===== src/rtl/core_pkg.sv =====
// Shared definitions for the pipeline sequencer: sequencer states,
// register-address width and the source/destination compare helper.
package core_pkg;

  localparam int REG_AW = 3;

  typedef enum logic [1:0] {
    RUN    = 2'd0,
    DRAIN  = 2'd1,
    HALTED = 2'd2
  } state_t;

  // True when an ID source operand is actually read and names the EX destination.
  function automatic logic src_hit(input logic              uses,
                                   input logic [REG_AW-1:0] src,
                                   input logic [REG_AW-1:0] dst);
    return uses && (src == dst);
  endfunction

endpackage


===== src/rtl/hazard_ctrl_mem_freeze_cnt.sv =====
// Data-memory freeze counter. It keeps a memory instruction in MEM for
// exactly MEM_LAT cycles by freezing the whole pipeline for MEM_LAT-1 of them.
module mem_freeze_cnt #(
  parameter int MEM_LAT = 2
) (
  input  logic clk,
  input  logic reset,
  input  logic mem_req_mem,
  output logic freeze
);

  localparam logic       LAT_MULTI = (MEM_LAT > 1);
  localparam logic [3:0] LOAD_VAL  = (MEM_LAT > 1) ? 4'(MEM_LAT - 2) : 4'd0;

  logic [3:0] mcnt;
  logic       mwait;
  logic       start;

  // A new access starts a freeze unless the current one has already been served.
  assign start  = mem_req_mem & ~mwait & LAT_MULTI & (mcnt == 4'd0);
  assign freeze = (mcnt != 4'd0) | (mem_req_mem & ~mwait & LAT_MULTI);

  // Count down the remaining frozen cycles; mwait marks the access as served
  // until the first unfrozen cycle so a back-to-back access gets its own freeze.
  always_ff @(posedge clk or negedge reset) begin
    if (!reset) begin
      mcnt  <= 4'd0;
      mwait <= 1'b0;
    end else if (start) begin
      mcnt  <= LOAD_VAL;
      mwait <= 1'b1;
    end else begin
      if (mcnt != 4'd0) mcnt <= mcnt - 4'd1;
      if (!freeze) mwait <= 1'b0;
    end
  end

endmodule


===== src/rtl/hazard_ctrl.sv =====
// Pipeline sequencer for the 5-stage core. Drives the stage-register enables
// and flushes for load-use stalls, taken branches, memory freezes and halt.
module hazard_ctrl
  import core_pkg::*;
#(
  parameter int MEM_LAT   = 2,
  parameter int DRAIN_CYC = 2
) (
  input  logic              clk,
  input  logic              reset,
  input  logic [REG_AW-1:0] ra_adr_id,
  input  logic [REG_AW-1:0] rb_adr_id,
  input  logic              uses_ra_id,
  input  logic              uses_rb_id,
  input  logic              regwrite_ex,
  input  logic              from_main_mem_ex,
  input  logic [REG_AW-1:0] regwrite_adr_ex,
  input  logic              branch_taken_ex,
  input  logic              is_halt_ex,
  input  logic              mem_req_mem,
  input  logic              restart,
  output logic              en_pc,
  output logic              en_ifid,
  output logic              en_idex,
  output logic              en_exmem,
  output logic              en_memwb,
  output logic              flush_ifid,
  output logic              flush_idex,
  output logic              halted,
  output logic [15:0]       stall_cnt
);

  localparam logic [7:0] DRAIN_LOAD = 8'(DRAIN_CYC);

  state_t     state;
  logic [7:0] dcnt;
  logic       freeze;
  logic       load_use;

  mem_freeze_cnt #(
    .MEM_LAT(MEM_LAT)
  ) u_freeze (
    .clk        (clk),
    .reset      (reset),
    .mem_req_mem(mem_req_mem),
    .freeze     (freeze)
  );

  assign load_use = from_main_mem_ex & regwrite_ex &
                    (src_hit(uses_ra_id, ra_adr_id, regwrite_adr_ex) |
                     src_hit(uses_rb_id, rb_adr_id, regwrite_adr_ex));

  // Stage control: reset forces bubbles everywhere, a freeze stops everything,
  // otherwise the state and the EX/MEM hazards pick the enables and flushes.
  always_comb begin
    en_pc      = 1'b0;
    en_ifid    = 1'b0;
    en_idex    = 1'b0;
    en_exmem   = 1'b0;
    en_memwb   = 1'b0;
    flush_ifid = 1'b0;
    flush_idex = 1'b0;
    halted     = 1'b0;
    if (!reset) begin
      flush_ifid = 1'b1;
      flush_idex = 1'b1;
    end else begin
      halted = (state == HALTED);
      if (!freeze) begin
        case (state)
          RUN: begin
            en_pc    = 1'b1;
            en_ifid  = 1'b1;
            en_idex  = 1'b1;
            en_exmem = 1'b1;
            en_memwb = 1'b1;
            if (is_halt_ex) begin
              en_pc      = 1'b0;
              flush_ifid = 1'b1;
              flush_idex = 1'b1;
            end else if (branch_taken_ex) begin
              flush_ifid = 1'b1;
              flush_idex = 1'b1;
            end else if (load_use) begin
              en_pc      = 1'b0;
              en_ifid    = 1'b0;
              flush_idex = 1'b1;
            end
          end
          DRAIN: begin
            en_exmem   = 1'b1;
            en_memwb   = 1'b1;
            flush_ifid = 1'b1;
            flush_idex = 1'b1;
          end
          HALTED: begin
            if (restart) begin
              flush_ifid = 1'b1;
              flush_idex = 1'b1;
            end
          end
          default: ;
        endcase
      end
    end
  end

  // Sequencer state, drain countdown and the saturating stall counter. DRAIN
  // lasts exactly DRAIN_CYC unfrozen cycles (at least one), so the exit is
  // taken on the cycle that exhausts the count. Every RUN cycle that holds
  // the PC counts as a stall, including the halt-detection cycle.
  always_ff @(posedge clk or negedge reset) begin
    if (!reset) begin
      state     <= RUN;
      dcnt      <= 8'd0;
      stall_cnt <= 16'd0;
    end else begin
      if ((state == RUN) && !en_pc && (stall_cnt != 16'hFFFF))
        stall_cnt <= stall_cnt + 16'd1;
      if (!freeze) begin
        case (state)
          RUN: begin
            if (is_halt_ex) begin
              state <= DRAIN;
              dcnt  <= DRAIN_LOAD;
            end
          end
          DRAIN: begin
            if (dcnt <= 8'd1) begin
              state <= HALTED;
              dcnt  <= 8'd0;
            end else begin
              dcnt <= dcnt - 8'd1;
            end
          end
          HALTED: begin
            if (restart) state <= RUN;
          end
          default: state <= RUN;
        endcase
      end
    end
  end

endmodule


===== config.mk =====
export PLATFORM = sky130hd
export DESIGN_NAME = hazard_ctrl
export DESIGN_NICKNAME = d
export VERILOG_FILES = /design/src/rtl/core_pkg.sv /design/src/rtl/hazard_ctrl_mem_freeze_cnt.sv /design/src/rtl/hazard_ctrl.sv
export SDC_FILE = /design/constraint.sdc
export NUM_CORES = 1
export LEC_CHECK = 0
export ABC_AREA = 1
export ABC_CLOCK_PERIOD_IN_PS = 2600
export CAP_MARGIN = 20
export CELL_PAD_IN_SITES_DETAIL_PLACEMENT = 1
export CELL_PAD_IN_SITES_GLOBAL_PLACEMENT = 2
export CORE_ASPECT_RATIO = 1.1
export CORE_MARGIN = 4
export CORE_UTILIZATION = 30
export CTS_CLUSTER_SIZE = 12
export DETAILED_ROUTE_END_ITERATION = 16
export GPL_TIMING_DRIVEN = 0
export PLACE_DENSITY_LB_ADDON = 0.1
export SYNTH_ARGS = -nofsm -noshare
export SYNTH_HDL_FRONTEND = slang
export SYNTH_HIERARCHICAL = 1
export SYNTH_SLANG_ARGS = --single-unit

===== constraint.sdc =====
create_clock -name clk -period 2.6 [get_ports clk]
set_input_delay 0.26 -clock clk [delete_from_list [all_inputs] [get_ports clk]]
set_output_delay 0.26 -clock clk [all_outputs]
set_load 0.1 [all_outputs]

# == Word level (Yosys, flattened, before mapping) ==
# Index checks and enable logic that the tools add are counted.
# Widths: inputs -> output; s select.
# totals
register_bits,31
in_bits,19
output_inout_bits,24
wordCells,79
# classes
add_sub_neg,3
n_lt_le_gt_ge,1
n_eq_ne,9
mux,40
bitwise_logic,8
reduce_logical,13
# ops
operator,n
$mux 1,29
$add 16x1->16 const B,1
$mux 8,2
$ne 16x16->1 const B,1
$pmux 8 s2,1
$le 8x1->1 const B,1
$mux 4,2
$sub 8x1->8 const B,1
$eq 3x3->1,2
$mux 2,3
$ne 2x2->1 const B,3
$pmux 1 s3,2
$pmux 2 s3,1
$and 1x1->1,4
$logic_and 1x1->1,4
$logic_not 4->1,1
$reduce_and 4->1,1
$reduce_bool 2->1,2
$reduce_bool 4->1,1
$sub 4x1->4 const B,1
$reduce_and 3->1,1
$eq 2x1->1 const B,1
$eq 2x2->1 const B,1
$logic_not 2->1,1
other kinds (5),7

# == Longest topological paths before layout ==
# Gate-level depths: netlist of the first run.
# logic_depth
word_depth,13
mapped_depth,12
mapped_depth_nobuf,11

# == Hierarchy ==
# Netlist of the first run, hierarchy kept.
# modules_own_cells
mod,instances,cells_each,area_per_inst_um2,seq_area_each_um2
hazard_ctrl,1,254,1803.0,650.6
mem_freeze_cnt,1,29,249.0,125.1

# == Least setup slack after synthesis of the first run ==
# Ideal clock, no wire load.
# synth_path
path_type,reg-to-output
from,reg u_freeze.mcnt[0]
to,out en_memwb
t_arrival_ps,3595
slack_ps,-1255
path_stages_with_launch,6
cell_sequence,dfrtp_1 > inv_1 > ha_1 > nand3_1 > nor3_1 > buf_4
# synth_between
elab_chain_cells,4
# synth_rtl
element,line_no,rtl
start: declaration,hazard_ctrl_mem_freeze_cnt.sv:15,logic [3:0] mcnt;
start signal: assignment,hazard_ctrl_mem_freeze_cnt.sv:33,if (mcnt != 4'd0) mcnt <= mcnt - 4'd1;
$reduce_bool 4->1,hazard_ctrl_mem_freeze_cnt.sv:21,assign freeze = (mcnt != 4'd0) | (mem_req_mem & ~mwait & LAT_MULTI);
$or 1x1->1,hazard_ctrl_mem_freeze_cnt.sv:21,
net freeze,hazard_ctrl.sv:37,logic freeze;
$mux 1 (2 in series),-,
end: declaration,hazard_ctrl.sv:26,"output logic en_memwb,"
# The timed path passes the listed nets, and every way through them passes these cells.

# == Worst setup path in the final report of the first run ==
# layout_path
from,in reset
to,out halted
# layout_between
elab_chain_cells,1
# layout_rtl
element,line_no,rtl
start: declaration,hazard_ctrl.sv:10,"input logic reset,"
$mux 1,hazard_ctrl.sv:64,if (!reset) begin
end: declaration,hazard_ctrl.sv:29,"output logic halted,"
# Every way passes these cells.

==> key figures, run 1 <==
Die
  – Initial core utilization: 30.9%
  – DIE AREA: 0.00823 mm2
  – Die Wd: 86.9 um
  – Core Box Area: 0.00663 mm2
  – I/O Pins: 43
  – Vert. Die Dim: 94.7 um
  – FP Rows: 31

Placement
  – IO Port Bufs: 42
  – Dpl ws: -0.813 ns
  – RePlAce Congestion: 0.807
  – Detail Placement HPWL: 4350 um
  – Placed cell area: 0.00259 mm2
  – Placed cells: 407

Power and ir drop
  – Switching share of power: 50.4%
  – Clock power frac: 19.8%
  – Comb pwr share: 52.4%
  – Switching power total: 1.29 mW
  – Total power: 2.55 mW
  – Lkg Pwr: 1.36 nW
  – Power Internal: 1.27 mW
  – Maximum vdd drop: 767 uV
  – Cell Pwr Density: 929 mW/mm2
  – Seq pwr share: 27.8%

Detailed routing
  – Detailed Route Iter0 Violations: 73
  – DR DRC count: 0
  – WL final: 5720 um
  – Routed WL per cell: 13.7 um
  – Remaining antenna violation count: 0
  – Via count: 1,973
  – Drt first pass iters: 4
  – Vias/cell: 4.73

Synthesis
  – Cell area after synthesis: 0.00205 mm2
  – Number of synthesized register bits: 31
  – Seq/Total Area, Yosys: 37.8%
  – Library cells used by synthesis: 30
  – Share of the synthesized area in the top cell type: 37.8%
  – Synthesized area per cell: 7.25 um2
  – Top cells by area, synth: dfrtp_1 38%, nand2_1 17%, inv_1 6.4%
  – Largest area contributor in the netlist: dfrtp_1
  – Post-synth net total: 306
  – Ys Warns: 6
  – Post-Syn Instances: 283

Clock tree
  – CTS Sinks: 31
  – CTS tree: yes
  – Clock Pin Slew Worst Setup and Hold Paths: 0.07 ns
  – Clock buffer count from CTS: 5
  – Clk Latency, worst-skew pair: 0.28 ns
  – CTS Root Cell: clkbuf_8
  – H-tree Lvls: 2
  – Maximum clock insertion buffer count: 2
  – # Post-CTS Setup Buffers: 0

Timing
  – Final period utilization: 96.1%
  – TNS Setup: 0 ns
  – Worst slew margin: 34.7%
  – Setup violations, final: 0
  – FMAX: 0.400 GHz
  – Final Slew Violations: 0
  – RSZ-0062 raised after global routing: no
  – Worst-Margin Slew: 0.977 ns
  – Tmin final: 2.50 ns
  – Final WS setup: 0.101 ns
  – Final hold slack: 0.393 ns
  – Final Hold Viols: 0
  – Clk_skew: 0.0122 ns

Setup path
  – R2R Setup Slk: 0.52 ns
  – Crit path kind: in2out
  – CP max FO: 11
  – Startpoint types: primary input
  – WP data arrival: 2.24 ns
  – Crit. End Element: output pin
  – Worst EP required: 2.34 ns

Finish
  – Cell area after layout: 0.00275 mm2
  – Post-Route Utilization: 41.4%
  – Final-stage net count: 357
  – Proportion of layout cells with a drive suffix above 1: 12.5%
  – Ant diodes: 0
  – Non-Filler Instances: 417
  – Area growth syn-to-layout: 33.8%

GRT
  – First-pass GRT wire length: 9490 um
  – Initial antenna violation count: 0
  – Pin count of the biggest net entering global routing: 34
  – Vias in the first global route: 1,977
  – Grt total ovfl: 0
  – GRT Resource Usage Total: 14.7%

Flow run
  – Max_cap viols: 0

Status
  – Status: complete, no violations

Hold path
  – Hold/Removal Path Class: in2async
## logic make-up after synthesis
kind of cell	synth area share, %
simple gates	38.9
buf+inv	8.60
flops	37.8
compound gates	5.43
xor+xnor	6.83
fa+ha+maj	2.44
## worst paths after layout
check,to,cells past startpoint,from
min reg2reg,u_freeze/mwait,2,u_freeze/mwait
max reg2reg,dcnt[4],9,u_freeze/mcnt[0]
min,stall_cnt[12],2,reset
min in group clk,u_freeze/mwait,2,u_freeze/mwait
max in group asynchronous,stall_cnt[11],3,reset
max,halted,5,reset
## state kept, by name (all words and copies together) (netlist names)
register / count
state: 2
u_freeze/mwait: 1
u_freeze/mcnt: 4
dcnt: 8
stall_cnt: 16
## cell usage after synthesis, drive strengths merged
| cell type | number |
|---|---|
| a21oi | 5 |
| a31oi | 1 |
| buf | 5 |
| clkbuf | 1 |
| dfrtp | 31 |
| ha | 4 |
| inv | 36 |
| nand2 | 96 |
| nand3 | 12 |
| nand4 | 20 |
| nor2 | 32 |
| nor3 | 9 |
| o211a | 1 |
| o21ai | 10 |
| o21bai | 1 |
| o22ai | 2 |
| or2 | 1 |
| xnor2 | 5 |
| xor2 | 11 |
## cells in the final DEF, fill, tap and decap left out, types with 2 or more instances in the layout
cell type / synthesis / final
nand2_1: 92 / 91
nand2_4: 2 / 2
buf_4: 1 / 3
clkdlybuf4s50_1: 0 / 33
nand2_2: 2 / 3
ha_1: 4 / 3
nor3_1: 7 / 6
xnor2_1: 5 / 5
nor2_4: 3 / 4
nand3_2: 2 / 3
o21ai_1: 2 / 2
a21oi_1: 5 / 5
nor3_4: 1 / 3
dfrtp_1: 31 / 31
nand3_1: 9 / 8
nor2_1: 29 / 28
inv_1: 35 / 34
xor2_1: 11 / 11
inv_2: 1 / 2
clkbuf_8: 0 / 6
nand4_1: 20 / 20
buf_2: 3 / 5
o21ai_0: 8 / 8
o22ai_1: 2 / 2
## final cells by class
cell class	count	area [um2]
Sequential cell	31	776
Multi-Input combinational cell	210	1140
Clock inverter	2	35.0
Inverter	36	135
Tap cell	82	103
Clock buffer	6	82.6
Fill cell	831	3890
Buffer	6	41.3
Timing Repair Buffer	44	434
## power by group through the flow
stage | Sequential, mW | Clock (mW) | Combinational, mW
2_1_floorplan | 0.967 | 0 | 0.749
5_1_grt | 0.736 | 0.552 | 1.46
4_1_cts | 0.711 | 0.527 | 1.34
3_5_place_dp | 0.717 | 0 | 1.35
3_3_place_gp | 0.714 | 0 | 1.34
6_report | 0.710 | 0.505 | 1.34
## per-layer routing
metal	global-route usage, %	vias up	wire length, um
li1	-	1006	-
met1	19.1	921	2650
met2	23.6	42	2720
met3	3.66	4	290
met4	5.19	0	57
met5	0	-	0
## what timing repair did
action,CTS,global route
hold buffers,0,2
endpoints found under the setup margin,8,2
gates resized for setup,38,3
hold endpoints to repair,0,23
## worst max-delay path, stage by stage
cell and delay [ns]:
dlygate4sd3_1 0.52, clkbuf_4 0.26, inv_1 0.20, nor2_1 0.14, dlygate4sd2_1 0.86
(Power assumes the default switching activity.)
==> inputs of run 2 (changes only) <==
--- a/config.mk
+++ b/config.mk
@@ -11,7 +11,7 @@
 export CELL_PAD_IN_SITES_DETAIL_PLACEMENT = 1
 export CELL_PAD_IN_SITES_GLOBAL_PLACEMENT = 2
 export CORE_ASPECT_RATIO = 1.1
-export CORE_MARGIN = 4
+export CORE_MARGIN = 3
 export CORE_UTILIZATION = 30
 export CTS_CLUSTER_SIZE = 12
 export DETAILED_ROUTE_END_ITERATION = 16
==> run 2 against run 1 <==
Clock skew about the same. Sequential power decreased by 0.6%. Highest routed layer unchanged. Total power fell by 0.11%.
==> key figures, run 2 (synthesis results as in run 1) <==
Status
  – Status: complete, no violations

Power and ir drop
  – Lkg Pwr: 1.36 nW
  – Clock power frac: 19.7%
  – Seq pwr share: 27.7%
  – Power Internal: 1.27 mW
  – Switching power total: 1.28 mW
  – Cell Pwr Density: 929 mW/mm2
  – Switching share of power: 50.3%
  – Comb pwr share: 52.6%
  – Maximum vdd drop: 451 uV

Timing
  – Tmin final: 2.43 ns
  – Final Slew Violations: 0
  – FMAX: 0.411 GHz
  – Final Hold Viols: 0
  – Worst-Margin Slew: 0.981 ns
  – Final WS setup: 0.170 ns
  – Clk_skew: 0.0127 ns
  – Worst slew margin: 34.4%
  – RSZ-0062 raised after global routing: no
  – Final period utilization: 93.5%
  – Setup violations, final: 0
  – Final hold slack: 0.371 ns

Setup path
  – Crit. End Element: output pin
  – R2R Setup Slk: 0.61 ns
  – Startpoint types: flop
  – Worst EP required: 2.34 ns
  – Reg2reg end: dcnt[4]
  – Worst R2R Path Depth: 9
  – WP data arrival: 2.17 ns
  – CP max FO: 10
  – Crit path kind: reg2out
  – R2r startpoint: u_freeze/mcnt[0]

Clock tree
  – Clock Pin Slew Worst Setup and Hold Paths: 0.07 ns
  – Maximum clock insertion buffer count: 2
  – CTS Sinks: 31
  – H-tree Lvls: 2
  – # Post-CTS Setup Buffers: 0
  – CTS Root Cell: clkbuf_8
  – Clock buffer count from CTS: 5
  – Clk Latency, worst-skew pair: 0.29 ns
  – CTS tree: yes

Die
  – Initial core utilization: 32.2%
  – Core Box Area: 0.00638 mm2
  – DIE AREA: 0.00787 mm2
  – Vert. Die Dim: 92.7 um
  – I/O Pins: 43
  – Die Wd: 84.9 um
  – FP Rows: 30

Finish
  – Area growth syn-to-layout: 33.7%
  – Proportion of layout cells with a drive suffix above 1: 12.5%
  – Most common library cell in the layout ignoring fill and taps: nand2_1
  – Largest register FFs: 16
  – Most frequent cells in the layout: 91 x nand2_1, 34 x inv_1, 33 x clkdlybuf4s50_1
  – Biggest regs: stall_cnt x16, dcnt x8, u_freeze/mcnt x4
  – Final-stage net count: 357
  – Filler instances: 812
  – Ant diodes: 0
  – Non-Filler Instances: 415
  – Post-Route Utilization: 43.0%
  – Cell area after layout: 0.00274 mm2
  – Biggest register: stall_cnt

Flow run
  – Max_cap viols: 0

Detailed routing
  – Via count: 1,975
  – M1 WL: 2590 um
  – Detailed Route Iter0 Violations: 34
  – WL final: 5480 um
  – Vias/cell: 4.76
  – WL met2: 2590 um
  – Drt first pass iters: 4
  – DR DRC count: 0
  – Remaining antenna violation count: 0
  – Routed WL per cell: 13.2 um
  – Met3 WL: 229 um
  – Max Used Layer: met4

GRT
  – Vias in the first global route: 1,965
  – GRT Resource Usage Total: 14.5%
  – Initial antenna violation count: 0
  – Pin count of the biggest net entering global routing: 34
  – Grt total ovfl: 0
  – First-pass GRT wire length: 9160 um

Placement
  – Dpl ws: -0.785 ns
  – Detail Placement HPWL: 4170 um
  – RePlAce Congestion: 0.806
  – Placed cell area: 0.00259 mm2
  – Placed cells: 405
  – IO Port Bufs: 42

Hold path
  – Hold/Removal Path Class: in2async
## run 2: changes by cell type in the layout (fill, tap and decap cells not counted)
cell / before / now
buf_2: 5 / 4
clkdlybuf4s15_2: 1 / 2
nor3_2: 0 / 1
nor3_4: 3 / 2
## run 2: metrics by stage
step	setup TNS, ns	total power [mW]
after floorplan	0	1.72
after global placement	-21.76	2.06
after detailed placement	-3.21	2.07
after CTS	0	2.57
after global routing	0	2.72
final	0	2.55
## run 2: layout make-up
cell class	count	area, um2	share of cell area, %
multi-input combinational	210	1130	41.3
sequential	31	776	28.3
timing repair buffer	44	440	16.1
inverter	36	135	4.93
tap	80	100	3.65
clock buffer	6	82.6	3.01
buffer	6	41.3	1.51
clock inverter	2	35.0	1.28
## run 2: what timing repair did
action                                  in CTS  in global routing
gates resized for setup                     35                  3
hold endpoints to repair                     0                 25
hold buffers                                 0                  2
pin swaps                                    0                  0
endpoints found under the setup margin       8                  2
## run 2: worst max-delay path, stage by stage (launching register included)
cell,delay (ns)
dfrtp_1,0.39
inv_1,0.11
ha_2,0.27
nand3_2,0.17
nor3_2,0.28
nand2_4,0.14
buf_2,0.22
inv_1,0.08
buf_6,0.22
## run 2: how the worst max path moves through the flow
stage,start,endpoint,cells after the start
after global routing,u_freeze/mcnt[0],en_pc,8
after global placement,reset,en_pc,7
after floorplan,u_freeze/mcnt[0],en_ifid,8
after detailed placement,reset,en_pc,7
after CTS,reset,halted,4
final,u_freeze/mcnt[0],en_pc,8
## run 2: power by group through the flow
stage	Sequential [mW]	Clock, mW	Combinational (mW)
final	0.706	0.501	1.34
after global placement	0.713	0	1.34
after global routing	0.724	0.532	1.46
after floorplan	0.967	0	0.749
after CTS	0.707	0.517	1.35
after detailed placement	0.713	0	1.36
## run 2: metal layers
layer	global-route usage (%)	up-vias
met2	24.3	31
met4	5.01	0
li1	-	1012
met5	0	-
met1	18.3	926
met3	3.11	6
==> inputs of run 3 (changes only) <==
--- a/config.mk
+++ b/config.mk
@@ -12,7 +12,7 @@
 export CELL_PAD_IN_SITES_GLOBAL_PLACEMENT = 2
 export CORE_ASPECT_RATIO = 1.1
 export CORE_MARGIN = 3
-export CORE_UTILIZATION = 30
+export CORE_UTILIZATION = 26
 export CTS_CLUSTER_SIZE = 12
 export DETAILED_ROUTE_END_ITERATION = 16
 export GPL_TIMING_DRIVEN = 0
==> constraint.sdc (replaced) <==
create_clock -name clk -period 2.6 [get_ports clk]
set_input_delay 0.26 -clock clk [delete_from_list [all_inputs] [get_ports clk]]
set_output_delay 0.26 -clock clk [all_outputs]
set_load 0.05 [all_outputs]
==> run 3 against run 2 <==
The flow now finishes with violations (hold timing). Total power fell by 15%. Register-to-register slack barely moved. Clock skew fell by 0.0049 ns. First-iteration DRC count fell by 21%. Largest power group unchanged.
==> key figures, run 3 (synthesis results as in run 1) <==
Clock tree
  – Clock buffer count from CTS: 5
  – Clk Latency, worst-skew pair: 0.28 ns
  – # Post-CTS Setup Buffers: 0
  – CTS Root Cell: clkbuf_8
  – CTS Sinks: 31
  – Clock Pin Slew Worst Setup and Hold Paths: 0.07 ns
  – CTS tree: yes
  – H-tree Lvls: 2
  – Maximum clock insertion buffer count: 2

Die
  – Vert. Die Dim: 99.2 um
  – Die Wd: 90.7 um
  – Initial core utilization: 27.2%
  – I/O Pins: 43
  – Core Box Area: 0.00756 mm2
  – DIE AREA: 0.00900 mm2
  – FP Rows: 33

Finish
  – Most common library cell in the layout ignoring fill and taps: nand2_1
  – Proportion of layout cells with a drive suffix above 1: 9.85%
  – Non-Filler Instances: 440
  – Filler instances: 934
  – Final-stage net count: 357
  – Biggest register: stall_cnt
  – Ant diodes: 0
  – Biggest regs: stall_cnt x16, dcnt x8, u_freeze/mcnt x4
  – Area growth syn-to-layout: 32.3%
  – Most frequent cells in the layout: 92 x nand2_1, 35 x inv_1, 34 x clkdlybuf4s50_1
  – Largest register FFs: 16

Power and ir drop
  – Cell Pwr Density: 796 mW/mm2
  – Clock power frac: 17.5%
  – Seq pwr share: 32.6%
  – Comb pwr share: 49.9%
  – Power Internal: 1.14 mW
  – Total power: 2.16 mW
  – Maximum vdd drop: 196 uV
  – Switching share of power: 47.4%
  – Switching power total: 1.03 mW
  – Lkg Pwr: 1.34 nW

Timing
  – Setup violations, final: 0
  – Final hold slack: -0.0111 ns
  – Tmin final: 2.38 ns
  – Final period utilization: 91.6%
  – Clk_skew: 0.00780 ns
  – Worst-Margin Slew: 0.510 ns
  – Final Slew Violations: 0
  – Final Hold Viols: 24
  – FMAX: 0.420 GHz
  – Worst slew margin: 65.9%
  – RSZ-0062 raised after global routing: no

GRT
  – Grt total ovfl: 0
  – GRT Resource Usage Total: 13.4%
  – Vias in the first global route: 2,058
  – Initial antenna violation count: 0
  – First-pass GRT wire length: 9960 um
  – Pin count of the biggest net entering global routing: 34

Placement
  – IO Port Bufs: 42
  – Placed cells: 430
  – Detail Placement HPWL: 4350 um
  – RePlAce Congestion: 0.746

Detailed routing
  – Vias/cell: 4.52
  – Routed WL per cell: 12.9 um
  – Detailed Route Iter0 Violations: 27
  – Via count: 1,987
  – DR DRC count: 0
  – Remaining antenna violation count: 0
  – Drt first pass iters: 4
  – WL final: 5700 um

Setup path
  – CP cell instances: inv_1, ha_2, nand3_2, nor3_4, nand2_4, buf_2, inv_1, buf_2
  – Delay of the slowest critical-path stage: 0.39 ns
  – Startpoint types: flop
  – Crit. End Element: output pin
  – CP max FO: 10
  – CP max-delay cell: dfrtp_1
  – Crit path kind: reg2out
  – Buf+Inv Stages, Crit Path: 4
  – WP data arrival: 2.12 ns
  – Critical path depth: 8
  – Critical path's top delay family: buffers and inverters
  – Worst EP required: 2.34 ns
  – Worst R2R Path Depth: 9

Status
  – Status: finished with violations
  – Failing checks: hold timing

Hold path
  – Hold/Removal Path Class: in2async

Flow run
  – Max_cap viols: 0
[run 3: cell count changes in the layout (fill, tap and decap cells not counted), sizes merged]
cell	change
bufinv	-1
buf	-2
clkdlybuf4s15	-1
clkdlybuf4s18	-1
clkdlybuf4s50	+1
dlygate4sd2	+2
clkbuf	+2
[run 3: final timing paths]
| check | from | to | slack [ns] |
|---|---|---|---|
| min in group clk | u_freeze/mwait | u_freeze/mwait | 0.52 |
| setup / recovery | u_freeze/mcnt[0] | en_pc | 0.22 |
| hold / removal | reset | stall_cnt[15] | -0.01 |
| hold reg to reg | u_freeze/mwait | u_freeze/mwait | 0.52 |
| setup reg to reg | u_freeze/mcnt[0] | dcnt[4] | 0.61 |
| max in group asynchronous | reset | stall_cnt[5] | 1.81 |
[run 3: power by group through the flow]
stage	clock network, mW	logic (mW)	registers, mW
3_5_place_dp	0	1.10	0.714
6_report	0.378	1.08	0.704
3_3_place_gp	0	1.09	0.712
2_1_floorplan	0	0.641	0.820
5_1_grt	0.416	1.20	0.726
4_1_cts	0.390	1.09	0.706
[run 3: what timing repair did]
action | in CTS | in global routing
gates resized for setup | 15 | 8
hold endpoints to repair | 0 | 7
setup endpoints to repair | 7 | 3
hold buffers | 0 | 2
[run 3: routing by layer]
layer | global-route usage (%) | vias to the layer above | share of wire [%]
met5 | 0 | - | 0
met1 | 17.8 | 936 | 49
li1 | - | 1005 | -
met2 | 22.4 | 40 | 46
met3 | 3.18 | 6 | 4.4
met4 | 2.83 | 0 | 0.86
[run 3: worst register-to-register path, cell delays in order (launching register included)]
cell and delay (ns):
dfrtp_1 0.39, inv_1 0.10, ha_2 0.27, nand3_2 0.17, nor2_1 0.13, nand2_1 0.20
inv_1 0.25, nand3_1 0.13, nor3_1 0.16, nor3_1 0.07
[run 3: final cells by class]
cell class | instances | area, um2 | area share (%)
plain buffers | 6 | 41.3 | 1.52
clock buffers | 7 | 76.3 | 2.81
clock inverters | 1 | 5.00 | 0.184
inverters | 36 | 135 | 4.98
multi-input cells | 210 | 1120 | 41.2
flip-flops and latches | 31 | 776 | 28.6
well taps | 105 | 131 | 4.84
repair buffers | 44 | 430 | 15.9
[run 3: through the flow]
stage / util, % / setup WS [ns] / area (um2) / hold slack [ns] / setup TNS [ns]
2_1_floorplan: - / 0.0470 / 2060 / -0.0356 / 0
3_3_place_gp: 34.5 / -1.48 / 2610 / 0.475 / -16.93
3_5_place_dp: 34.5 / -0.385 / 2600 / 0.402 / -0.490
4_1_cts: 35.6 / 0.0550 / 2690 / 0.0932 / 0
5_1_grt: 35.9 / 0.0138 / 2710 / -0.00254 / 0
6_report: 35.9 / 0.217 / 2710 / -0.0111 / 0
